## config.mk

```make
export PLATFORM = sky130hd
export DESIGN_NAME = exu_bru_ctrl
export DESIGN_NICKNAME = d
export VERILOG_FILES = /design/src/rtl/exu_bru_ctrl.sv
export SDC_FILE = /design/constraint.sdc
export NUM_CORES = 1
export LEC_CHECK = 0
export BUFFER_PORTS_ARGS = -buffer_cell sky130_fd_sc_hd__buf_2
export CAP_MARGIN = 15
export CORE_AREA = 2 2 179 181
export CTS_CLUSTER_DIAMETER = 120
export DETAILED_ROUTE_END_ITERATION = 10
export DIE_AREA = 0 0 181 183
export HOLD_SLACK_MARGIN = 0.06
export PLACE_DENSITY_LB_ADDON = 0.2
export REMOVE_ABC_BUFFERS = 1
export SLEW_MARGIN = 10
export SYNTH_ARGS = -nofsm -noshare
export SYNTH_HDL_FRONTEND = slang
export SYNTH_SLANG_ARGS = --single-unit
```

## constraint.sdc

```tcl
create_clock -name clk -period 13.17 [get_ports clk]
set_input_delay 1.9755 -clock clk [delete_from_list [all_inputs] [get_ports clk]]
set_output_delay 1.9755 -clock clk [all_outputs]
set_load 0.005 [all_outputs]
```

## src/rtl/exu_bru_ctrl.sv

```systemverilog
// Branch/jump resolution unit: compares operands, checks the front-end prediction and
// issues a registered redirect to the IFU. Also handles FENCE drain waits and interrupt preemption.
module exu_bru_ctrl #(
    parameter int unsigned XLEN          = 32,
    parameter int unsigned ADDR_W        = 32,
    parameter int unsigned IALIGN_LSB    = 2,
    parameter int unsigned FENCE_TIMEOUT = 64
) (
    input  logic              clk,
    input  logic              rst,
    input  logic              req_valid_i,
    output logic              req_ready_o,
    input  logic [3:0]        bjp_op_i,
    input  logic [XLEN-1:0]   op1_i,
    input  logic [XLEN-1:0]   op2_i,
    input  logic [ADDR_W-1:0] jump_op1_i,
    input  logic [ADDR_W-1:0] jump_op2_i,
    input  logic [ADDR_W-1:0] inst_addr_i,
    input  logic              pred_taken_i,
    input  logic [ADDR_W-1:0] pred_target_i,
    input  logic              drain_idle_i,
    input  logic              int_assert_i,
    input  logic [ADDR_W-1:0] int_addr_i,
    output logic              redirect_valid_o,
    input  logic              redirect_ready_i,
    output logic [ADDR_W-1:0] redirect_addr_o,
    output logic              resolve_valid_o,
    output logic              resolve_taken_o,
    output logic              misalign_o,
    output logic [ADDR_W-1:0] misalign_addr_o,
    output logic              fence_timeout_o
);

    localparam int unsigned CNT_W = (FENCE_TIMEOUT > 1) ? $clog2(FENCE_TIMEOUT) : 1;

    localparam logic [3:0] OP_JAL   = 4'd1;
    localparam logic [3:0] OP_JALR  = 4'd2;
    localparam logic [3:0] OP_BEQ   = 4'd3;
    localparam logic [3:0] OP_BNE   = 4'd4;
    localparam logic [3:0] OP_BLT   = 4'd5;
    localparam logic [3:0] OP_BGE   = 4'd6;
    localparam logic [3:0] OP_BLTU  = 4'd7;
    localparam logic [3:0] OP_BGEU  = 4'd8;
    localparam logic [3:0] OP_FENCE = 4'd9;

    typedef enum logic [1:0] {
        ST_IDLE,
        ST_FENCE_WAIT,
        ST_HOLD
    } state_e;

    state_e              r_state, w_state_n;
    logic                r_redirect_valid, w_redirect_valid_n;
    logic [ADDR_W-1:0]   r_redirect_addr, w_redirect_addr_n;
    logic                r_resolve_valid, w_resolve_valid_n;
    logic                r_resolve_taken, w_resolve_taken_n;
    logic                r_misalign, w_misalign_n;
    logic [ADDR_W-1:0]   r_misalign_addr, w_misalign_addr_n;
    logic                r_fence_timeout, w_fence_timeout_n;
    logic [CNT_W-1:0]    r_fence_cnt, w_fence_cnt_n;
    logic [ADDR_W-1:0]   r_fence_target, w_fence_target_n;

    logic                w_accept;
    logic                w_eq, w_slt, w_ult;
    logic [ADDR_W-1:0]   w_sum, w_target, w_fallthrough;
    logic                w_taken, w_is_bj, w_misaligned, w_mispredict;

    assign req_ready_o = (r_state == ST_IDLE) & ~int_assert_i;
    assign w_accept    = req_valid_i & req_ready_o;

    assign w_eq          = (op1_i == op2_i);
    assign w_slt         = ($signed(op1_i) < $signed(op2_i));
    assign w_ult         = (op1_i < op2_i);
    assign w_sum         = jump_op1_i + jump_op2_i;
    assign w_target      = (bjp_op_i == OP_JALR) ? {w_sum[ADDR_W-1:1], 1'b0} : w_sum;
    assign w_fallthrough = inst_addr_i + ADDR_W'(4);
    assign w_is_bj       = (bjp_op_i >= OP_JAL) && (bjp_op_i <= OP_BGEU);
    assign w_misaligned  = |w_target[IALIGN_LSB-1:0];
    assign w_mispredict  = (w_taken != pred_taken_i) | (w_taken & (w_target != pred_target_i));

    // Actual branch direction
    always_comb begin
        w_taken = 1'b0;
        case (bjp_op_i)
            OP_JAL, OP_JALR: w_taken = 1'b1;
            OP_BEQ:          w_taken = w_eq;
            OP_BNE:          w_taken = ~w_eq;
            OP_BLT:          w_taken = w_slt;
            OP_BGE:          w_taken = ~w_slt;
            OP_BLTU:         w_taken = w_ult;
            OP_BGEU:         w_taken = ~w_ult;
            default:         w_taken = 1'b0;
        endcase
    end

    // Next-state and registered-output logic
    always_comb begin
        w_state_n          = r_state;
        w_redirect_valid_n = r_redirect_valid;
        w_redirect_addr_n  = r_redirect_addr;
        w_resolve_valid_n  = 1'b0;
        w_resolve_taken_n  = 1'b0;
        w_misalign_n       = 1'b0;
        w_misalign_addr_n  = r_misalign_addr;
        w_fence_timeout_n  = 1'b0;
        w_fence_cnt_n      = r_fence_cnt;
        w_fence_target_n   = r_fence_target;

        case (r_state)
            ST_IDLE: begin
                if (w_accept && w_is_bj) begin
                    w_resolve_valid_n = 1'b1;
                    w_resolve_taken_n = w_taken;
                    if (w_taken && w_misaligned) begin
                        w_misalign_n      = 1'b1;
                        w_misalign_addr_n = w_target;
                    end else if (w_mispredict) begin
                        w_redirect_valid_n = 1'b1;
                        w_redirect_addr_n  = w_taken ? w_target : w_fallthrough;
                        w_state_n          = ST_HOLD;
                    end
                end else if (w_accept && (bjp_op_i == OP_FENCE)) begin
                    w_fence_target_n = w_target;
                    w_fence_cnt_n    = '0;
                    w_state_n        = ST_FENCE_WAIT;
                end
            end
            ST_FENCE_WAIT: begin
                w_fence_cnt_n = r_fence_cnt + CNT_W'(1);
                if (drain_idle_i || (r_fence_cnt == CNT_W'(FENCE_TIMEOUT - 1))) begin
                    w_redirect_valid_n = 1'b1;
                    w_redirect_addr_n  = r_fence_target;
                    w_fence_timeout_n  = ~drain_idle_i;
                    w_state_n          = ST_HOLD;
                end
            end
            ST_HOLD: begin
                if (redirect_ready_i) begin
                    w_redirect_valid_n = 1'b0;
                    w_state_n          = ST_IDLE;
                end
            end
            default: w_state_n = ST_IDLE;
        endcase

        // Interrupt overrides whatever the state machine decided, including a fence in flight
        if (int_assert_i) begin
            w_redirect_valid_n = 1'b1;
            w_redirect_addr_n  = int_addr_i;
            w_fence_timeout_n  = 1'b0;
            w_state_n          = ST_HOLD;
        end
    end

    always_ff @(posedge clk) begin
        if (rst) begin
            r_state          <= ST_IDLE;
            r_redirect_valid <= 1'b0;
            r_redirect_addr  <= '0;
            r_resolve_valid  <= 1'b0;
            r_resolve_taken  <= 1'b0;
            r_misalign       <= 1'b0;
            r_misalign_addr  <= '0;
            r_fence_timeout  <= 1'b0;
            r_fence_cnt      <= '0;
            r_fence_target   <= '0;
        end else begin
            r_state          <= w_state_n;
            r_redirect_valid <= w_redirect_valid_n;
            r_redirect_addr  <= w_redirect_addr_n;
            r_resolve_valid  <= w_resolve_valid_n;
            r_resolve_taken  <= w_resolve_taken_n;
            r_misalign       <= w_misalign_n;
            r_misalign_addr  <= w_misalign_addr_n;
            r_fence_timeout  <= w_fence_timeout_n;
            r_fence_cnt      <= w_fence_cnt_n;
            r_fence_target   <= w_fence_target_n;
        end
    end

    assign redirect_valid_o = r_redirect_valid;
    assign redirect_addr_o  = r_redirect_addr;
    assign resolve_valid_o  = r_resolve_valid;
    assign resolve_taken_o  = r_resolve_taken;
    assign misalign_o       = r_misalign;
    assign misalign_addr_o  = r_misalign_addr;
    assign fence_timeout_o  = r_fence_timeout;

endmodule

```

Word level (Yosys, flattened, before mapping):

Cells that the tools add are included.

* register bits after elaboration: 109
* input bits: 235
* output and inout bits: 70
* logic and storage cells: 112

* $add $sub $neg: 3
* $lt $le $gt $ge: 4
* equal/unequal tests: 30
* muxes and demuxes: 29
* bitwise logic cells: 13
* reductions and logical operators: 22

Operators with widths (count)
* $mux W32: 6
* $lt A32 B32 Y1: 2
* $pmux W32 S2: 1
* $add A32 B3 Y32 const B: 1
* $add A32 B32 Y32: 1
* $eq A32 B32 Y1: 1
* $ne A32 B32 Y1: 1
* $ne A3 B3 Y1 const B: 6
* $eq A4 B3 Y1 const B: 4
* $reduce_and A5 Y1: 3
* $mux W2: 7
* $mux W6: 2
* $pmux W6 S2: 1
* $mux W1: 9
* $not A1 Y1: 9
* $reduce_and A3 Y1: 3
* $eq A4 B2 Y1 const B: 2
* $eq A4 B4 Y1 const B: 2
* $ne A4 B4 Y1 const B: 2
* $reduce_or A2 Y1: 4
* $pmux W1 S7: 1
* $add A6 B1 Y6 const B: 1
* $eq A6 B6 Y1 const B: 1
* $ne A2 B2 Y1 const B: 3
* other kinds (23): 28

Longest topological paths before layout:

Gate-level depths: netlist of the first run.

* word-level depth: 10
* depth in mapped cells: 16
* gate-level depth less buffers: 13

Worst setup path before layout of the first run:

Ideal clock, no wire load.

* path kind: input port to flip-flop
* start: input jump_op1_i[0]
* end: register r_state[1]
* setup time: 0.122 ns
* arrival time: 5.865 ns
* required time: 13.048 ns
* path slack: 7.183 ns
* cell stages on the path: 13
* path buffers: 0
* cell sequence: ha_1 -> fa_1 -> a21o_1 -> a221o_1 -> or4_1 -> o311ai_0 -> xor2_1 -> a2111o_1 -> or4_1 -> or4_1 -> or3_1 -> nor2b_4 -> o311a_1

* word-level cells in the longest chain between the ends: 7
* elaborated cells between the ends (all ways): 10
* those cells by class: 1 x add/sub; 3 x eq/ne; 1 x mux; 2 x bitwise; 3 x reduce/logical

RTL lines
* from (decl): line 16 `input logic [ADDR_W-1:0] jump_op1_i,`
* $add A32 B32 Y32 *: line 74 `assign w_sum = jump_op1_i + jump_op2_i;`
* $mux W1: line 75 `assign w_target = (bjp_op_i == OP_JALR) ? {w_sum[ADDR_W-1:1], 1'b0} : w_sum;`
* $ne A32 B32 Y1: line 79 `assign w_mispredict = (w_taken != pred_taken_i) | (w_taken & (w_target != pred_target_i));`
* $and A1 B1 Y1: line 79
* $or A1 B1 Y1: line 79
* $ne A4 B4 Y1 (no line)
* $reduce_and A5 Y1 (no line) *
* to (signal assigned): line 168 `r_state <= w_state_n;`
* to (decl): line 52 `state_e r_state, w_state_n;`

Every way passes the cells marked *; elsewhere a longest branch is shown, timed or not.
A chain may end at the register's enable or synchronous reset.

Final worst setup path of the first run:

* start: input jump_op1_i[0]
* end: register r_redirect_addr[27] (netlist: redirect_addr_o[27])

* word-level cells in the longest chain between the ends: 7
* elaborated cells between the ends (all ways): 16
* those cells by class: 1 x add/sub; 3 x eq/ne; 7 x mux; 2 x bitwise; 3 x reduce/logical

RTL lines
* $add A32 B32 Y32 *: line 74
* $mux W1 / $mux W32 (equally long branches): line 75, 119
* $ne A32 B32 Y1 / $mux W32 (equally long branches): line 79, 117
* $and A1 B1 Y1 / $mux W32 (equally long branches): line 79, 114
* $or A1 B1 Y1 / $mux W32 (equally long branches): line 79, 111
* $ne A3 B3 Y1 (no line) / $pmux W32 S2 (equally long branches)
* $reduce_and A5 Y1 (no line) / $mux W32 (equally long branches)
* to (signal assigned): line 170 `r_redirect_addr <= w_redirect_addr_n;`
* to (decl): line 54 `logic [ADDR_W-1:0] r_redirect_addr, w_redirect_addr_n;`

Every way passes the cells marked *; elsewhere a longest branch is shown, timed or not. The select of a mux whose other input is x is not followed.

==> results of run 1 <==
sequential cells by signal, indices dropped and copies added, names as in the netlist:
name,count
redirect_valid_o,1
misalign_addr_o,32
fence_timeout_o,1
r_fence_target,32
resolve_taken_o,1
redirect_addr_o,32
r_state,2
r_fence_cnt,6
misalign_o,1
resolve_valid_o,1
worst paths after layout:
| path | from | to | slack, ps | cells after the start |
|---|---|---|---|---|
| max | jump_op1_i[0] | redirect_addr_o[27]$_SDFFE_PP0P_ | 6920 | 14 |
| min | misalign_addr_o[4]$_SDFFE_PP0P_ | misalign_addr_o[4]$_SDFFE_PP0P_ | 450 | 2 |
| max reg2reg | r_state[0]$_SDFFE_PP0P_ | redirect_addr_o[26]$_SDFFE_PP0P_ | 10230 | 11 |
| min reg2reg | misalign_addr_o[4]$_SDFFE_PP0P_ | misalign_addr_o[4]$_SDFFE_PP0P_ | 450 | 2 |
power breakdown:
group / internal [uW] / leakage (uW) / switching (uW)
combinational: 145 / 0.00386 / 209
sequential: 341 / 0.000886 / 5.17
clock: 153 / 0.000156 / 146
total: 639 / 0.00490 / 360
stage by stage:
stage	power (uW)	util (%)	setup WS (ps)
after floorplan	567.4	-	6672
after CTS	1009	36.22	6844
after detailed placement	707.4	35.20	6468
after global routing	1061	36.26	6349
after global placement	704.8	35.19	6368
final	998.7	36.27	6917
routing by layer:
metal | routed length, um | track usage [%]
met5 | 8 | 0
met4 | 664 | 5.398
met3 | 1571 | 2.701
met2 | 15140 | 31.88
met1 | 15840 | 27.08
cell type report:
cell class / count / area [um2]
well taps: 402 / 503.0
clock inverters: 7 / 92.59
diodes: 1 / 2.502
multi-input cells: 1008 / 6485
flip-flops and latches: 109 / 2182
repair buffers: 318 / 1629
clock buffers: 9 / 225.2
inverters: 55 / 206.4
fillers: 3459 / 19900
cell usage after synthesis (15+ instances only):
cell       number
a211oi_1       15
a21o_1         16
a21oi_1       141
clkbuf_1       78
dfxtp_1       109
ha_1           68
inv_1          55
nand2_1       218
nand3_1        23
nand4_1        29
nor2_1         76
nor3_1         18
o2111ai_1      30
o211ai_1       30
o21ai_0        81
xnor2_1        45
xor2_1         34
cells in the final DEF, fill, tap and decap left out, types with 7 or more instances in the layout:
master,n
ha_1,67
nor2_1,75
xnor2_1,45
and3_1,9
mux2i_1,14
buf_4,13
o211ai_1,30
nand4_1,29
nor4_1,11
xnor3_1,7
buf_2,303
and4_1,8
nor2b_1,9
xor2_1,34
inv_1,54
o2111ai_1,30
nor3_1,17
o21ai_0,81
nand2b_1,14
a211oi_1,15
a21o_1,16
a31oi_1,9
clkbuf_16,9
nand2_1,218
o21a_1,7
a21oi_1,141
dfxtp_1,109
nand3_1,23
worst register-to-register path: stages, from the launching register on:
cell       delay [ps]
dfxtp_1           350
inv_1              90
ha_1              280
nand2_1           130
inv_1             110
and2_1            180
nand2_1           250
nor2_1            340
o22a_1            390
buf_4             390
o2111ai_1         200
a21oi_1           170
logic make-up (layout without fill, tap and decap cells):
group,count (synthesis),in the layout
adders and majority gates,69,69
xor gates and xnor gates,87,87
buffers and inverters,142,389
other,0,1
muxes,17,17
AOI/OAI and AO/OA,386,386
and+or+nand+nor,449,449
DFF,109,109
==> results.py, run 1 <==
metrics = {
    "outcome": {
        "outcome": "complete, no violations",
    },
    "global_route": {
        "grt_first_pass_wirelength_um": 51570,
        "total_overflow_reported_by_the_global_router": 0,
        "grt_start_max_net_pins": 62,
        "grt_antenna_before_repair": 2,
        "first_global_vias": 9370,
        "gr-usage-all-layers_pct": 19.56,
    },
    "route": {
        "drc": 0,
        "vias_per_cell": 5.161,
        "first_iter_violations": 596,
        "drt_pass1_iterations": 5,
        "routed_wire_length_per_instance_um": 17.40,
        "totalWireLength_um": 33220,
        "detailroute.via_count": 9853,
        "antenna_violation_net_count_after_detailed_routing": 0,
    },
    "floorplan": {
        "initial_core_util_pct": 29.48,
        "io-pin-count": 305,
        "placementRows": 65,
        "chipWidth_um": 181,
        "design.die.area_um2": 33120,
        "floorplan.core_area_um2": 31230,
        "die_h_um": 183,
    },
    "synth": {
        "post_synth_xor_area_fraction_pct": 9.488,
        "synth_cell_type_count": 76,
        "number_of_synthesized_flops_with_an_enable_pin": 0,
        "seq_area_frac_synth_pct": 23.71,
        "post_synth_mux_area_share_pct": 1.889,
        "synth_warnings": 0,
        "synth_top_cell_by_area": "dfxtp_1",
        "synth_cells": 1259,
        "post_synth_instance_area_um2": 9205,
        "main_combinational_cell_family_by_area_after_synthesis": "compound AO/OA/AOI/OAI gates",
        "synth_largest_type_area_fraction_pct": 23.71,
        "post_synth.cell_area_avg_um2": 7.311,
        "async_flop_share_pct": 0,
        "ys.flop_type": "dfxtp_1",
        "synthAdderAreaFrac_pct": 9.460,
        "post_synthesis_register_bit_count": 109,
        "post_synth_and_or_nand_nor_area_fraction_pct": 22.59,
        "compound_gate_fraction_of_synth_area_pct": 26.79,
        "ys_top_cells_by_area": "dfxtp_1 24%, ha_1 9.2%, nand2_1 8.9%, a21oi_1 7.7%, o21ai_0 4.4%",
    },
    "sta": {
        "maxSlewViolCount": 0,
        "finalHoldWorstSlack_ps": 454.6,
        "final.setup.tns_ps": 0,
        "clock-skew-final_ps": 11.86,
        "worstMarginPinSlew_ps": 1040,
        "post-route-min-period_ps": 6253,
        "max_freq_ghz": 0.1599,
        "finalHoldViolations": 0,
        "grt_setup_unrepaired": "false",
        "final_min_period_over_clock_period_pct": 47.48,
        "timing.slew.headroom_pct": 30.68,
        "setup_violations": 0,
    },
    "placement": {
        "placedCellCount": 1891,
        "placement.io_buffers": 304,
        "postPlaceCellArea_um2": 10990,
        "gpl.final_weighted_congestion": 0.8851,
        "place_hpwl_um": 26180,
    },
    "layout": {
        "final_layout_size_suffix_gt1_share_pct": 23.77,
        "finish.net_count": 1805,
        "layout.cells.non_filler": 1909,
        "fin_area_um2": 11330,
        "area_growth_pct": 23.04,
    },
    "setup_path": {
        "worst_path_largest_cell_delay_ps": 900,
        "critical_path.most_common_cell": "or4_1",
        "cp.arrival_ps": 6550,
        "crit_buf_inv": 1,
        "crit_path_max_fanout": 29,
        "worst_setup_path_end_kind": "flip-flop",
        "critical-path-slowest-cell": "and3_1",
        "critical_path.top_delay_family": "simple AND/OR/NAND/NOR gates",
        "critical_path_launch_point_type": "input port",
        "worst_ep_required_time_ps": 13460,
        "path_cells": "buf_2 -> ha_1 -> fa_1 -> a21o_1 -> a221o_1 -> or4_1 -> o311ai_0 -> xor2_1 -> a2111o_1 -> or4_1 -> nor4_1 -> and3_1 -> o21ai_0 -> a21oi_1",
        "worstSetupPathType": "in2reg",
    },
    "clock_network": {
        "htree_levels": 3,
        "cts_max_path_buffers": 2,
        "cts.hold.buffers_added": 0,
        "cts-resized-gates": 0,
        "cts_tree": "built",
        "cts_setup_buffers": 0,
        "clock-sinks": 109,
        "clkLatencyLatePin_ps": 370,
        "clk_pin_slew_ps": 80,
        "cts_made_buffers": 9,
        "cts-root-buf": "clkbuf_16",
    },
    "flow_run": {
        "max-cap-violations": 0,
    },
    "power": {
        "total_leakage_power_uw": 0.004904,
        "power_density_over_the_cells_nw_per_um2": 88.18,
        "vdd_drop_max_mv": 0.06744,
    },
    "worst_hold_path": {
        "hp-class": "reg2reg",
    },
}
(Power assumes the default switching activity.)
==> run 2, diff against run 1 <==
==> constraint.sdc (replaced) <==
create_clock -name clk -period 6.3 [get_ports clk]
set_input_delay 0.945 -clock clk [delete_from_list [all_inputs] [get_ports clk]]
set_output_delay 0.945 -clock clk [all_outputs]
set_load 0.005 [all_outputs]
==> results.py, run 2 (synthesis results as in run 1) <==
metrics = {
    "route": {
        "antenna_violation_net_count_after_detailed_routing": 0,
        "totalWireLength_um": 33710,
        "drc": 0,
        "vias_per_cell": 5.173,
        "first_iter_violations": 597,
        "detailroute.via_count": 9890,
        "drt_pass1_iterations": 5,
        "routed_wire_length_per_instance_um": 17.63,
    },
    "power": {
        "netSwitchingFraction_pct": 36.68,
        "power.share.combinational_pct": 36.6,
        "total_leakage_power_uw": 0.004905,
        "netSwitchingPower_uw": 749.9,
        "intPower_uw": 1295,
        "pwr-share-seq_pct": 35.4,
        "power_density_over_the_cells_nw_per_um2": 180.6,
        "clockPowerShare_pct": 28.0,
        "vdd_drop_max_mv": 0.1232,
    },
    "layout": {
        "utilization_pct": 36.25,
        "layout.cells.non_filler": 1912,
        "multi_input_area_um2": 6492,
        "area_growth_pct": 22.97,
        "final_layout_size_suffix_gt1_share_pct": 23.99,
        "regArea_um2": 2182,
        "fin_area_um2": 11320,
        "layout.cells.most_common_list": "303 x buf_2, 218 x nand2_1, 141 x a21oi_1, 109 x dfxtp_1, 81 x o21ai_0",
        "layout_commonest_cell": "buf_2",
        "finish.net_count": 1808,
        "num-fill-cells": 3386,
    },
    "floorplan": {
        "chipWidth_um": 181,
        "initial_core_util_pct": 29.48,
        "die_h_um": 183,
        "placementRows": 65,
        "design.die.area_um2": 33120,
        "io-pin-count": 305,
        "floorplan.core_area_um2": 31230,
    },
    "sta": {
        "worstMarginPinSlew_ps": 829.6,
        "maxSlewViolCount": 0,
        "setup_violations": 0,
        "final_min_period_over_clock_period_pct": 81.07,
        "post-route-min-period_ps": 5108,
        "final.setup.tns_ps": 0,
        "clock-skew-final_ps": 10.07,
        "grt_setup_unrepaired": "false",
        "finalHoldViolations": 0,
        "max_freq_ghz": 0.1958,
        "timing.slew.headroom_pct": 44.70,
    },
    "clock_network": {
        "clkLatencyLatePin_ps": 370,
        "htree_levels": 3,
        "cts_tree": "built",
        "clock-sinks": 109,
        "cts_setup_buffers": 0,
        "cts_made_buffers": 9,
        "cts_max_path_buffers": 2,
        "cts.hold.buffers_added": 0,
        "cts-root-buf": "clkbuf_16",
        "cts-resized-gates": 0,
        "clk_pin_slew_ps": 80,
    },
    "setup_path": {
        "worstSetupPathType": "in2reg",
        "startpoint": "jump_op1_i[0]",
        "cp.arrival_ps": 5330,
        "worst_setup_path_endpoint": "redirect_addr_o[28]$_SDFFE_PP0P_",
        "critical_path_launch_point_type": "input port",
        "critical_path.top_delay_family": "simple AND/OR/NAND/NOR gates",
        "path_cells": "buf_2 -> ha_1 -> fa_1 -> a21o_1 -> a221o_1 -> or4_1 -> o311ai_0 -> xor2_1 -> a2111o_1 -> or4_1 -> nor4_1 -> nand3_1 -> buf_4 -> o2111ai_1 -> a21oi_1",
        "critical_path.most_common_cell": "or4_1",
        "worst_ep_required_time_ps": 6520,
        "reg2regPathDepth": 11,
        "crit_path_max_fanout": 28,
        "worst_path_largest_cell_delay_ps": 480,
        "ff_to_ff_end": "redirect_addr_o[28]$_SDFFE_PP0P_",
        "worst_setup_path_end_kind": "flip-flop",
        "crit_buf_inv": 2,
        "worst-r2r-setup-slack_ps": 3380,
        "critical-path-slowest-cell": "nor4_1",
        "rr_startpoint": "r_state[0]$_SDFFE_PP0P_",
        "cp_num_cells": 15,
    },
    "worst_hold_path": {
        "hp-class": "reg2reg",
    },
    "placement": {
        "postPlaceCellArea_um2": 11020,
        "gpl.final_weighted_congestion": 0.8624,
        "placement.io_buffers": 304,
        "placedCellCount": 1894,
        "place_hpwl_um": 26640,
    },
    "global_route": {
        "grt_antenna_before_repair": 1,
        "first_global_vias": 9285,
        "grt_first_pass_wirelength_um": 51610,
        "gr-usage-all-layers_pct": 19.75,
        "total_overflow_reported_by_the_global_router": 0,
        "grt_start_max_net_pins": 71,
    },
    "flow_run": {
        "max-cap-violations": 0,
    },
    "outcome": {
        "outcome": "complete, no violations",
    },
}
## run 2: stage by stage
stage / hold WS, ps / worst slack [ps] / power [uW]
finish: 456.1 / 1192 / 2044
floorplan: 430.5 / 832.6 / 1186
global route: 472.4 / 688.6 / 2174
CTS: 456.8 / 1026 / 2066
global placement: 440.4 / 765.0 / 1483
detailed placement: 445.1 / 645.5 / 1487
## run 2: area by class of cell
cell class,count,share of cell area [%]
Timing Repair Buffer,321,14.57
Clock buffer,9,1.990
Multi-Input combinational cell,1008,57.36
Tap cell,402,4.443
Antenna cell,1,0.02211
Clock inverter,7,0.5195
Inverter,55,1.824
Sequential cell,109,19.28
## run 2: worst register-to-register path: stages (launching register included)
cell       delay, ps
dfxtp_1          350
inv_1             90
ha_1             280
nand2_1          130
inv_1            120
and2_1           170
nand2_1          260
nor2_1           330
o22a_1           360
buf_4            390
o2111ai_1        210
a21oi_1          160
## run 2: worst min-delay path by stage
stage                                startpoint                               end  slack (ps)  cells past startpoint
6_report       misalign_addr_o[12]$_SDFFE_PP0P_  misalign_addr_o[12]$_SDFFE_PP0P_         460                      2
5_1_grt         r_fence_target[18]$_SDFFE_PP0P_   r_fence_target[18]$_SDFFE_PP0P_         470                      2
4_1_cts        misalign_addr_o[17]$_SDFFE_PP0P_  misalign_addr_o[17]$_SDFFE_PP0P_         460                      2
3_5_place_dp   misalign_addr_o[17]$_SDFFE_PP0P_  misalign_addr_o[17]$_SDFFE_PP0P_         450                      2
3_3_place_gp    misalign_addr_o[5]$_SDFFE_PP0P_   misalign_addr_o[5]$_SDFFE_PP0P_         440                      2
2_1_floorplan    r_fence_target[0]$_SDFFE_PP0P_    r_fence_target[0]$_SDFFE_PP0P_         430                      2
## run 2: routing by layer
metal / global-route usage [%] / up-vias / share of wire, %
met5: 0 / - / 0
met4: 5.919 / 0 / 2.1
met3: 2.284 / 35 / 4.7
met2: 32.48 / 265 / 46
met1: 27.22 / 4570 / 47
li1: - / 5020 / -
## run 2: power by group through the flow
stage / Clock, uW / Combinational [uW] / Sequential (uW)
6_report: 573 / 747 / 724
4_1_cts: 591 / 750 / 724
3_5_place_dp: 0 / 746 / 740
3_3_place_gp: 0 / 743 / 740
2_1_floorplan: 0 / 445 / 741
5_1_grt: 617 / 830 / 727
